==> config.mk <==
export PLATFORM = sky130hd
export DESIGN_NAME = mc_control_fsm
export DESIGN_NICKNAME = d
export VERILOG_FILES = /design/src/rtl/mc_ctrl_pkg.sv /design/src/rtl/mc_op_class.sv /design/src/rtl/mc_control_fsm.sv
export SDC_FILE = /design/constraint.sdc
export NUM_CORES = 1
export LEC_CHECK = 0
export CORE_MARGIN = 4
export CORE_UTILIZATION = 50
export CTS_BUF_LIST = sky130_fd_sc_hd__clkbuf_16
export DETAILED_ROUTE_END_ITERATION = 8
export GPL_TIMING_DRIVEN = 0
export PLACE_DENSITY_LB_ADDON = 0.05
export SLEW_MARGIN = 10
export SYNTH_ARGS = -nofsm -noshare
export SYNTH_HDL_FRONTEND = slang
export SYNTH_HIERARCHICAL = 1
export SYNTH_SLANG_ARGS = --single-unit
==> constraint.sdc <==
create_clock -name clk -period 8.3 [get_ports clk]
set_input_delay 1.245 -clock clk [delete_from_list [all_inputs] [get_ports clk]]
set_output_delay 1.245 -clock clk [all_outputs]
set_load 0.01 [all_outputs]
==> src/rtl/mc_ctrl_pkg.sv <==
// Shared encodings for the multi-cycle MIPS-subset controller: opcodes, FSM states,
// ALU operations, PC/register-destination selects and the decoded instruction class.
package mc_ctrl_pkg;

   localparam logic [5:0] OP_R     = 6'b000000;
   localparam logic [5:0] OP_ORI   = 6'b001101;
   localparam logic [5:0] OP_ADDIU = 6'b001001;
   localparam logic [5:0] OP_LW    = 6'b100011;
   localparam logic [5:0] OP_SW    = 6'b101011;
   localparam logic [5:0] OP_BEQ   = 6'b000100;
   localparam logic [5:0] OP_J     = 6'b000010;
   localparam logic [5:0] OP_JAL   = 6'b000011;

   typedef enum logic [2:0] {
      S_IF  = 3'd0,
      S_ID  = 3'd1,
      S_EXE = 3'd2,
      S_MEM = 3'd3,
      S_WB  = 3'd4
   } mc_state_e;

   localparam logic [2:0] ALU_ADD   = 3'b000;
   localparam logic [2:0] ALU_FUNCT = 3'b001;
   localparam logic [2:0] ALU_OR    = 3'b010;
   localparam logic [2:0] ALU_SUB   = 3'b100;

   localparam logic [1:0] PC_SRC_ALU = 2'b00;
   localparam logic [1:0] PC_SRC_BR  = 2'b01;
   localparam logic [1:0] PC_SRC_JMP = 2'b10;

   localparam logic [1:0] REG_DST_RT = 2'b00;
   localparam logic [1:0] REG_DST_RD = 2'b01;
   localparam logic [1:0] REG_DST_RA = 2'b10;

   typedef enum logic [3:0] {
      CL_R,
      CL_ORI,
      CL_ADDIU,
      CL_LW,
      CL_SW,
      CL_BEQ,
      CL_J,
      CL_JAL,
      CL_ILLEGAL
   } mc_class_e;

endpackage

==> src/rtl/mc_op_class.sv <==
// Combinational opcode-to-instruction-class decoder.
// jal is recognised only when MC_CTRL_JAL_EN is defined; otherwise it decodes as illegal.
module mc_op_class
   import mc_ctrl_pkg::*;
(
   input  logic [5:0] op_i,
   output mc_class_e  cls_o
);

   always_comb begin
      cls_o = CL_ILLEGAL;
      case (op_i)
         OP_R:     cls_o = CL_R;
         OP_ORI:   cls_o = CL_ORI;
         OP_ADDIU: cls_o = CL_ADDIU;
         OP_LW:    cls_o = CL_LW;
         OP_SW:    cls_o = CL_SW;
         OP_BEQ:   cls_o = CL_BEQ;
         OP_J:     cls_o = CL_J;
`ifdef MC_CTRL_JAL_EN
         OP_JAL:   cls_o = CL_JAL;
`endif
         default:  cls_o = CL_ILLEGAL;
      endcase
   end

endmodule

==> src/rtl/mc_control_fsm.sv <==
// Multi-cycle main controller: IF/ID/EXE/MEM/WB sequencing with a bounded mem_ready wait.
// Build option MC_CTRL_JAL_EN adds jal (ID jumps, WB writes PC+4 to $31).
module mc_control_fsm
   import mc_ctrl_pkg::*;
#(
   parameter int ALUOP_W = 3,
   parameter int TIMEOUT = 15
) (
   input  logic               clk,
   input  logic               rst,
   input  logic [5:0]         op,
   input  logic               mem_ready,
   input  logic               zero,
   output logic               pc_wr,
   output logic               pc_wr_cond,
   output logic               ir_wr,
   output logic               mem_rd,
   output logic               mem_wr,
   output logic               reg_wr,
   output logic               mem_to_reg,
   output logic               alu_src_a,
   output logic               alu_src_b,
   output logic               ext_op,
   output logic [1:0]         pc_src,
   output logic [1:0]         reg_dst,
   output logic [ALUOP_W-1:0] alu_op,
   output logic               instr_done,
   output logic               illegal_op,
   output logic               bus_err,
   output logic [2:0]         state_dbg,
   output logic               br_taken_dbg
);

   localparam int CW = $clog2(TIMEOUT + 1);

   mc_state_e       state_q, state_d;
   logic [5:0]      op_q, op_d;
   logic [CW-1:0]   cnt_q, cnt_d;
   logic [2:0]      alu_op_c;
   logic            mem_wait;
   logic            timeout;
   mc_class_e       cls;

   // In ID the opcode is still on the input; from EXE on it comes from op_q.
   mc_op_class u_op_class (
      .op_i  ((state_q == S_ID) ? op : op_q),
      .cls_o (cls)
   );

   assign mem_wait     = ((state_q == S_IF) || (state_q == S_MEM)) && !mem_ready;
   assign timeout      = mem_wait && (cnt_q == CW'(TIMEOUT - 1));
   assign alu_op       = ALUOP_W'(alu_op_c);
   assign state_dbg    = state_q;
   assign br_taken_dbg = (state_q == S_EXE) && (cls == CL_BEQ) && zero;

   always_comb begin
      state_d    = state_q;
      op_d       = op_q;
      pc_wr      = 1'b0;
      pc_wr_cond = 1'b0;
      ir_wr      = 1'b0;
      mem_rd     = 1'b0;
      mem_wr     = 1'b0;
      reg_wr     = 1'b0;
      mem_to_reg = 1'b0;
      alu_src_a  = 1'b0;
      alu_src_b  = 1'b0;
      ext_op     = 1'b0;
      pc_src     = PC_SRC_ALU;
      reg_dst    = REG_DST_RT;
      alu_op_c   = ALU_ADD;
      instr_done = 1'b0;
      illegal_op = 1'b0;
      bus_err    = 1'b0;

      case (state_q)
         S_IF: begin
            if (timeout) begin
               bus_err = 1'b1;
            end else begin
               mem_rd = 1'b1;
               if (mem_ready) begin
                  ir_wr   = 1'b1;
                  pc_wr   = 1'b1;
                  state_d = S_ID;
               end
            end
         end
         S_ID: begin
            op_d   = op;
            ext_op = 1'b1;
            case (cls)
               CL_J: begin
                  pc_wr      = 1'b1;
                  pc_src     = PC_SRC_JMP;
                  instr_done = 1'b1;
                  state_d    = S_IF;
               end
`ifdef MC_CTRL_JAL_EN
               CL_JAL: begin
                  pc_wr   = 1'b1;
                  pc_src  = PC_SRC_JMP;
                  state_d = S_WB;
               end
`endif
               CL_ILLEGAL: begin
                  illegal_op = 1'b1;
                  state_d    = S_IF;
               end
               default: state_d = S_EXE;
            endcase
         end
         S_EXE: begin
            alu_src_a = 1'b1;
            case (cls)
               CL_R: begin
                  alu_op_c = ALU_FUNCT;
                  state_d  = S_WB;
               end
               CL_ORI: begin
                  alu_src_b = 1'b1;
                  alu_op_c  = ALU_OR;
                  state_d   = S_WB;
               end
               CL_ADDIU: begin
                  alu_src_b = 1'b1;
                  ext_op    = 1'b1;
                  state_d   = S_WB;
               end
               CL_LW, CL_SW: begin
                  alu_src_b = 1'b1;
                  ext_op    = 1'b1;
                  state_d   = S_MEM;
               end
               CL_BEQ: begin
                  alu_op_c   = ALU_SUB;
                  pc_wr_cond = 1'b1;
                  pc_src     = PC_SRC_BR;
                  instr_done = 1'b1;
                  state_d    = S_IF;
               end
               default: state_d = S_IF;
            endcase
         end
         S_MEM: begin
            if (timeout) begin
               bus_err = 1'b1;
               state_d = S_IF;
            end else if (cls == CL_LW) begin
               mem_rd = 1'b1;
               if (mem_ready) state_d = S_WB;
            end else begin
               mem_wr = 1'b1;
               if (mem_ready) begin
                  instr_done = 1'b1;
                  state_d    = S_IF;
               end
            end
         end
         S_WB: begin
            reg_wr     = 1'b1;
            reg_dst    = (cls == CL_R) ? REG_DST_RD : REG_DST_RT;
            mem_to_reg = (cls == CL_LW);
`ifdef MC_CTRL_JAL_EN
            if (cls == CL_JAL) reg_dst = REG_DST_RA;
`endif
            instr_done = 1'b1;
            state_d    = S_IF;
         end
         default: state_d = S_IF;
      endcase

      // Wait counter restarts on any state change and on a timeout retry of IF.
      cnt_d = cnt_q;
      if ((state_d != state_q) || timeout) begin
         cnt_d = '0;
      end else if (mem_wait && (cnt_q != CW'(TIMEOUT))) begin
         cnt_d = cnt_q + CW'(1);
      end
   end

   always_ff @(posedge clk) begin
      if (rst) begin
         state_q <= S_IF;
         op_q    <= '0;
         cnt_q   <= '0;
      end else begin
         state_q <= state_d;
         op_q    <= op_d;
         cnt_q   <= cnt_d;
      end
   end

endmodule

Yosys cells after proc, flatten, opt, wreduce, memory -nomap -nowiden --
Index checks and enable logic that the tools add are counted.
Storage, ports and cells: bits in registers 13, bits of input ports 10, output and inout port bits 24, logic and storage cells 88
Operators by class: add/subtract/negate cells 1, eq/ne operators 20, multiplexer cells 46, reduce and logical (&&, ||, !) cells 18
Operator list (number):
- $pmux W4 S7 | 1
- $mux W1 | 27
- $mux W3 | 7
- $eq A4 B3 Y1 const B | 3
- $eq A6 B4 Y1 const B | 2
- $eq A6 B6 Y1 const B | 2
- $pmux W3 S4 | 1
- $pmux W3 S3 | 1
- $eq A4 B2 Y1 const B | 2
- $eq A4 B4 Y1 const B | 2
- $reduce_or A2 Y1 | 4
- $eq A3 B2 Y1 const B | 2
- $eq A6 B2 Y1 const B | 1
- $eq A6 B3 Y1 const B | 1
- $logic_not A6 Y1 | 1
- $mux W6 | 1
- $pmux W1 S2 | 3
- $pmux W3 S2 | 1
- $reduce_or A3 Y1 | 2
- $logic_and A1 B1 Y1 | 5
- $add A4 B1 Y4 const B | 1
- $eq A4 B1 Y1 const B | 1
- $logic_not A4 Y1 | 1
- $mux W2 | 2
- other kinds (10) | 11

Logic depth before layout (Yosys ltp) --
depth after elaboration 11, depth in mapped cells 11, depth with buffers taken out 8

Modules after synthesis --
The synthesis kept the hierarchy.
By module, submodules not included:
- mc_control_fsm | times used 1, cells an instance 108, area an instance 967.2 um2, seq. area each 260.2 um2
- mc_op_class | times used 1, cells an instance 21, area an instance 147.6 um2, seq. area each 0.0 um2

Worst setup path before layout --
OpenSTA, ideal clock, no wires.
kind input-to-output, start point input port op[5], end point output port mem_wr, arrival 3.433 ns, required time 7.055 ns, slack 3.622 ns, stages 6, path buffers 1, cells stage by stage mux2_2 -> buf_6 -> or3b_1 -> o41ai_1 -> and4bb_2 -> nor4_1
Between the ends: longest elaborated chain between the ends 7, elaborated cells on any way between the ends 13, classes of those cells 7 x eq/ne; 5 x mux; 1 x reduce/logical
Ends and longest elaborated chain:
- start, declared | RTL line mc_control_fsm.sv:11 | input logic [5:0] op,
- $mux W6 *
- $eq A6 B2 Y1, or another cell as far along | RTL line mc_op_class.sv:12 | case (op_i)
- $pmux W4 S7 * | RTL line mc_op_class.sv:12
- net cls[2] | RTL line mc_control_fsm.sv:42 | mc_class_e cls;
- $eq A4 B2 Y1 * | RTL line mc_control_fsm.sv:149 | end else if (cls == CL_LW) begin
- $mux W1 * | RTL line mc_control_fsm.sv:149
- $mux W1 * | RTL line mc_control_fsm.sv:146 | if (timeout) begin
- $mux W1 * | RTL line mc_control_fsm.sv:76 | case (state_q)
- end, declared | RTL line mc_control_fsm.sv:18 | output logic mem_wr,
The timed path passes the listed nets; every way through them passes the cells marked *.

Final worst setup path --
start point input port op[5], end point output port instr_done
Between the ends: longest elaborated chain between the ends 7, elaborated cells on any way between the ends 17, classes of those cells 9 x eq/ne; 7 x mux; 1 x reduce/logical
Ends and longest elaborated chain:
- $mux W6 *
- $eq A6 B2 Y1, or another cell as far along | RTL line mc_op_class.sv:12
- $pmux W4 S7 * | RTL line mc_op_class.sv:12
- net cls[2] | RTL line mc_control_fsm.sv:42
- $eq A4 B2 Y1 | RTL line mc_control_fsm.sv:149
- $mux W1 | RTL line mc_control_fsm.sv:149
- $mux W1 | RTL line mc_control_fsm.sv:146
- $pmux W1 S4 * | RTL line mc_control_fsm.sv:76
- end, declared | RTL line mc_control_fsm.sv:27 | output logic instr_done,
Marked as above.

==> flow_results.org <==
** Status
- Run status :: finished, final reports clean

** Critical path
- Data arrival time of the worst path :: 4.59 ns
- Worst r2r src :: state_dbg[1]
- Of all nets on the critical path, the largest fanout is 9.
- The worst register-to-register path ends at state_dbg[0].
- Startpoint of the most critical setup path :: op[5]
- Type of destination of the critical path :: output pin
- By startpoint and endpoint, the worst setup path is classified as in -> out.
- Startpoint types :: input port
- Endpoint required time on the critical path :: 7.05 ns
- Number of cell instances on the worst register-to-register path :: 9
- R2R setup slack :: 4.76 ns

** STA
- Worst hold-check slack :: 0.588 ns
- Final hold vios :: 0
- Setup Viol. Count Final :: 0
- F_max :: about 170 MHz
- Final worst path period need :: 5.84 ns
- At the pin with the least slew margin, the transition time is 1.16 ns.
- Adding up every negative setup slack in the final design gives 0 ns.
- The number of pins with negative max-slew slack in the final report was 0.
- Max-slew headroom at the worst pin :: 0.214
- RSZ-0062 raised after global routing :: no
- Between clock sinks in the finished design, the worst skew comes to 0.00314 ns.
- PnR worst setup slack :: 2.46 ns
- In the finished design, the share of the clock period the worst path needs comes to 0.704.

** Clock network
- Library cell used as clock root buffer :: clkbuf_16
- At the later pin of the worst-skew pair, clock insertion delay measures 0.24 ns.
- Counting every sink on the clock net gives 13.
- Counting the buffers created by CTS gives 3.
- The clock passes through at most 2 buffers.
- CTS clk-pin slew, worst paths :: 0.05 ns
- Post-CTS timing repair inserted 0 buffers for setup.
- TritonCTS built the clock tree.
- Hold buffers post-CTS :: 0
- Resized cells post-CTS :: 0
- In this run the number of H-tree levels came out at 1.

** Power
- Ratio of total power to cell area :: 160 nW/um2
- Sum of internal, switching and leakage power :: roughly 250 uW
- Pleak :: approximately 0.65 nW
- IR drop worst, VDD :: 0.000171 V

** Place
- Post-DP HPWL :: about 2100 um
- Port Buf Inserts :: 32
- Final RePlAce weighted congestion :: 0.822
- Placed Cells :: 188
- Setup WS pre-CTS :: approximately 2.5 ns

** Cells and area
- In the layout the commonest cells are 32 x clkdlybuf4s50_1, 13 x dfxtp_1, 10 x nor2_1.
- After the last flow step, the layout net total stands at roughly 180.
- Area Growth Syn to Fin :: 38.8%
- The library cell used most frequently in the layout, excluding fill and tap cells, is clkdlybuf4s50_1.
- Ratio of cells with drive above 1 in the final layout :: 0.188
- The number of antenna diodes in the final layout is 0.
- After the flow finishes, the layout carries non-filler instances totaling 192.

** Routing
- Summed over all layers, the routed wires come to 2900 um.
- The first detailed-routing pass ran for 4 iterations.
- After detailed routing, the number of remaining DRC violations is 0.
- The detail route stage leaves a number of antenna-violating nets equal to 0.
- In the final routed layout, each cell accounts on average for around 15 um.
- Drt first-iter violations :: 33
- Detailed routing inserted a total of 1111 vias.
- Mean number of vias per cell :: a little under 6

** Global route
- The total overflow left after global routing is 0.
- Number of global-route vias before repair :: 1114
- The number of antenna violations at the first check in global routing is 0.
- Largest net degree at the start of global routing :: 11
- For this run, the total global-route usage over all layers was measured as 0.199.
- The first global-routing pass estimated 5130 um of wire.

** Worst hold path
- Hold path depth :: 3
- Hold EP :: cnt_q[0]
- In this run the most critical hold path is launched from cnt_q[0].
- The worst hold path belongs to the class reg -> reg.

** Synthesis
- Number of synthesized register bits :: 13
- Async S/R FF share, synth :: 0
- Post-Syn Area per Cell :: slightly below 9 um2
- Number of warning messages in the yosys log :: 6
- Synthesized instance count :: 129
- After synthesis, the netlist uses 52 different library cells.
- When the netlist entered floorplanning its net count stood at 141.
- Counting flops with a built-in enable in the synthesized netlist gives 0.
- The most used flip-flop cell after synthesis is dfxtp_1.
- Summing every instance area after synthesis gives 1110 um2.
- Sequential fraction of the synthesis area :: 0.233

** Run
- Number of max-cap violations :: 0

** Die
- I/O pin cnt :: 34
- Starting density of the core :: 0.546
- From left edge to right edge, the die measures 55.2 um.
- Vert. Die Dim :: 55.2 um
- Standard cell core area :: 2040 um2
- Die area :: 3050 um2
- Total number of placement rows :: 16
==> power breakdown <==
| part | internal, mW | total [mW] | leakage [nW] | switching [mW] |
|---|---|---|---|---|
| clock network | 0.0636 | 0.0903 | 0.0423 | 0.0267 |
| logic | 0.0430 | 0.0894 | 0.500 | 0.0464 |
| registers | 0.0664 | 0.0687 | 0.106 | 0.00231 |
| total | 0.173 | 0.248 | 0.648 | 0.0754 |
==> sequential cells by signal (all words and copies together) (netlist names) <==
signal,flops
cnt_q,4
op_q,6
state_dbg,3
==> cell usage after synthesis, drive strengths merged (2+ instances only) <==
| library cell | n | area (um2) |
|---|---|---|
| and3 | 5 | 32.5 |
| o41ai | 2 | 17.5 |
| nor3b | 5 | 53.8 |
| xor2 | 2 | 17.5 |
| nor2 | 11 | 43.8 |
| a31oi | 4 | 25.0 |
| buf | 12 | 91.3 |
| nand4 | 3 | 18.8 |
| a21oi | 3 | 15.0 |
| ha | 2 | 25.0 |
| and3b | 2 | 17.5 |
| nor3 | 6 | 30.0 |
| a311oi | 3 | 26.3 |
| nor4 | 2 | 18.8 |
| and2b | 6 | 45.0 |
| dfxtp | 13 | 260 |
| nor2b | 4 | 25.0 |
| mux2 | 6 | 67.6 |
| xnor2 | 2 | 25.0 |
| nand3 | 5 | 25.0 |
| and4b | 2 | 20.0 |
| o21ai | 3 | 15.0 |
| or3b | 2 | 17.5 |
| and2 | 3 | 18.8 |
| nand2 | 4 | 15.0 |
==> metrics by stage <==
stage	area (um2)	utilization
floorplan	1110	-
global placement	1470	0.719
detailed placement	1470	0.719
CTS	1550	0.758
global route	1550	0.758
finish	1550	0.758
==> kinds of logic after synthesis <==
| group | Yosys count | synth area share |
|---|---|---|
| simple gates | 65 | 0.394 |
| compound gates | 25 | 0.163 |
| flops | 13 | 0.233 |
| buf+inv | 13 | 0.0853 |
| mux | 6 | 0.0606 |
| xor+xnor | 4 | 0.0382 |
| fa+ha+maj | 2 | 0.0224 |
| other cells | 1 | 0.00336 |
==> per-layer routing <==
layer | track usage | vias to the layer above | share of wire
li1 | - | 551 | -
met4 | 0.0486 | 0 | 0.0065
met3 | 0.0629 | 5 | 0.063
met5 | 0 | - | 0
met1 | 0.244 | 511 | 0.44
met2 | 0.336 | 44 | 0.49
==> how the worst max path moves through the flow <==
stage | end | slack (ns) | cells after the start
detailed placement | mem_wr | 2.50 | 8
global route | mem_wr | 2.29 | 8
CTS | mem_wr | 2.49 | 8
finish | instr_done | 2.46 | 9
floorplan | mem_wr | 3.62 | 6
global placement | instr_done | 2.51 | 9
==> worst max-delay path: stages <==
cell,delay [ns]
clkdlybuf4s50_1,0.39
mux2_2,0.29
buf_6,0.14
or3b_1,0.37
o41ai_1,0.94
nand4bb_1,0.34
nor2_2,0.21
a2111o_1,0.13
clkdlybuf4s50_1,0.53
==> cell type report <==
class / count / area (um2)
clock inverter: 1 / 3.75
multi-input combinational: 103 / 759
clock buffer: 3 / 75.1
buffer: 12 / 91.3
fill: 153 / 494
timing repair buffer: 32 / 320
sequential: 13 / 260
inverter: 1 / 3.75
tap: 27 / 33.8
Note: power is estimated with default switching activity, not from simulation.
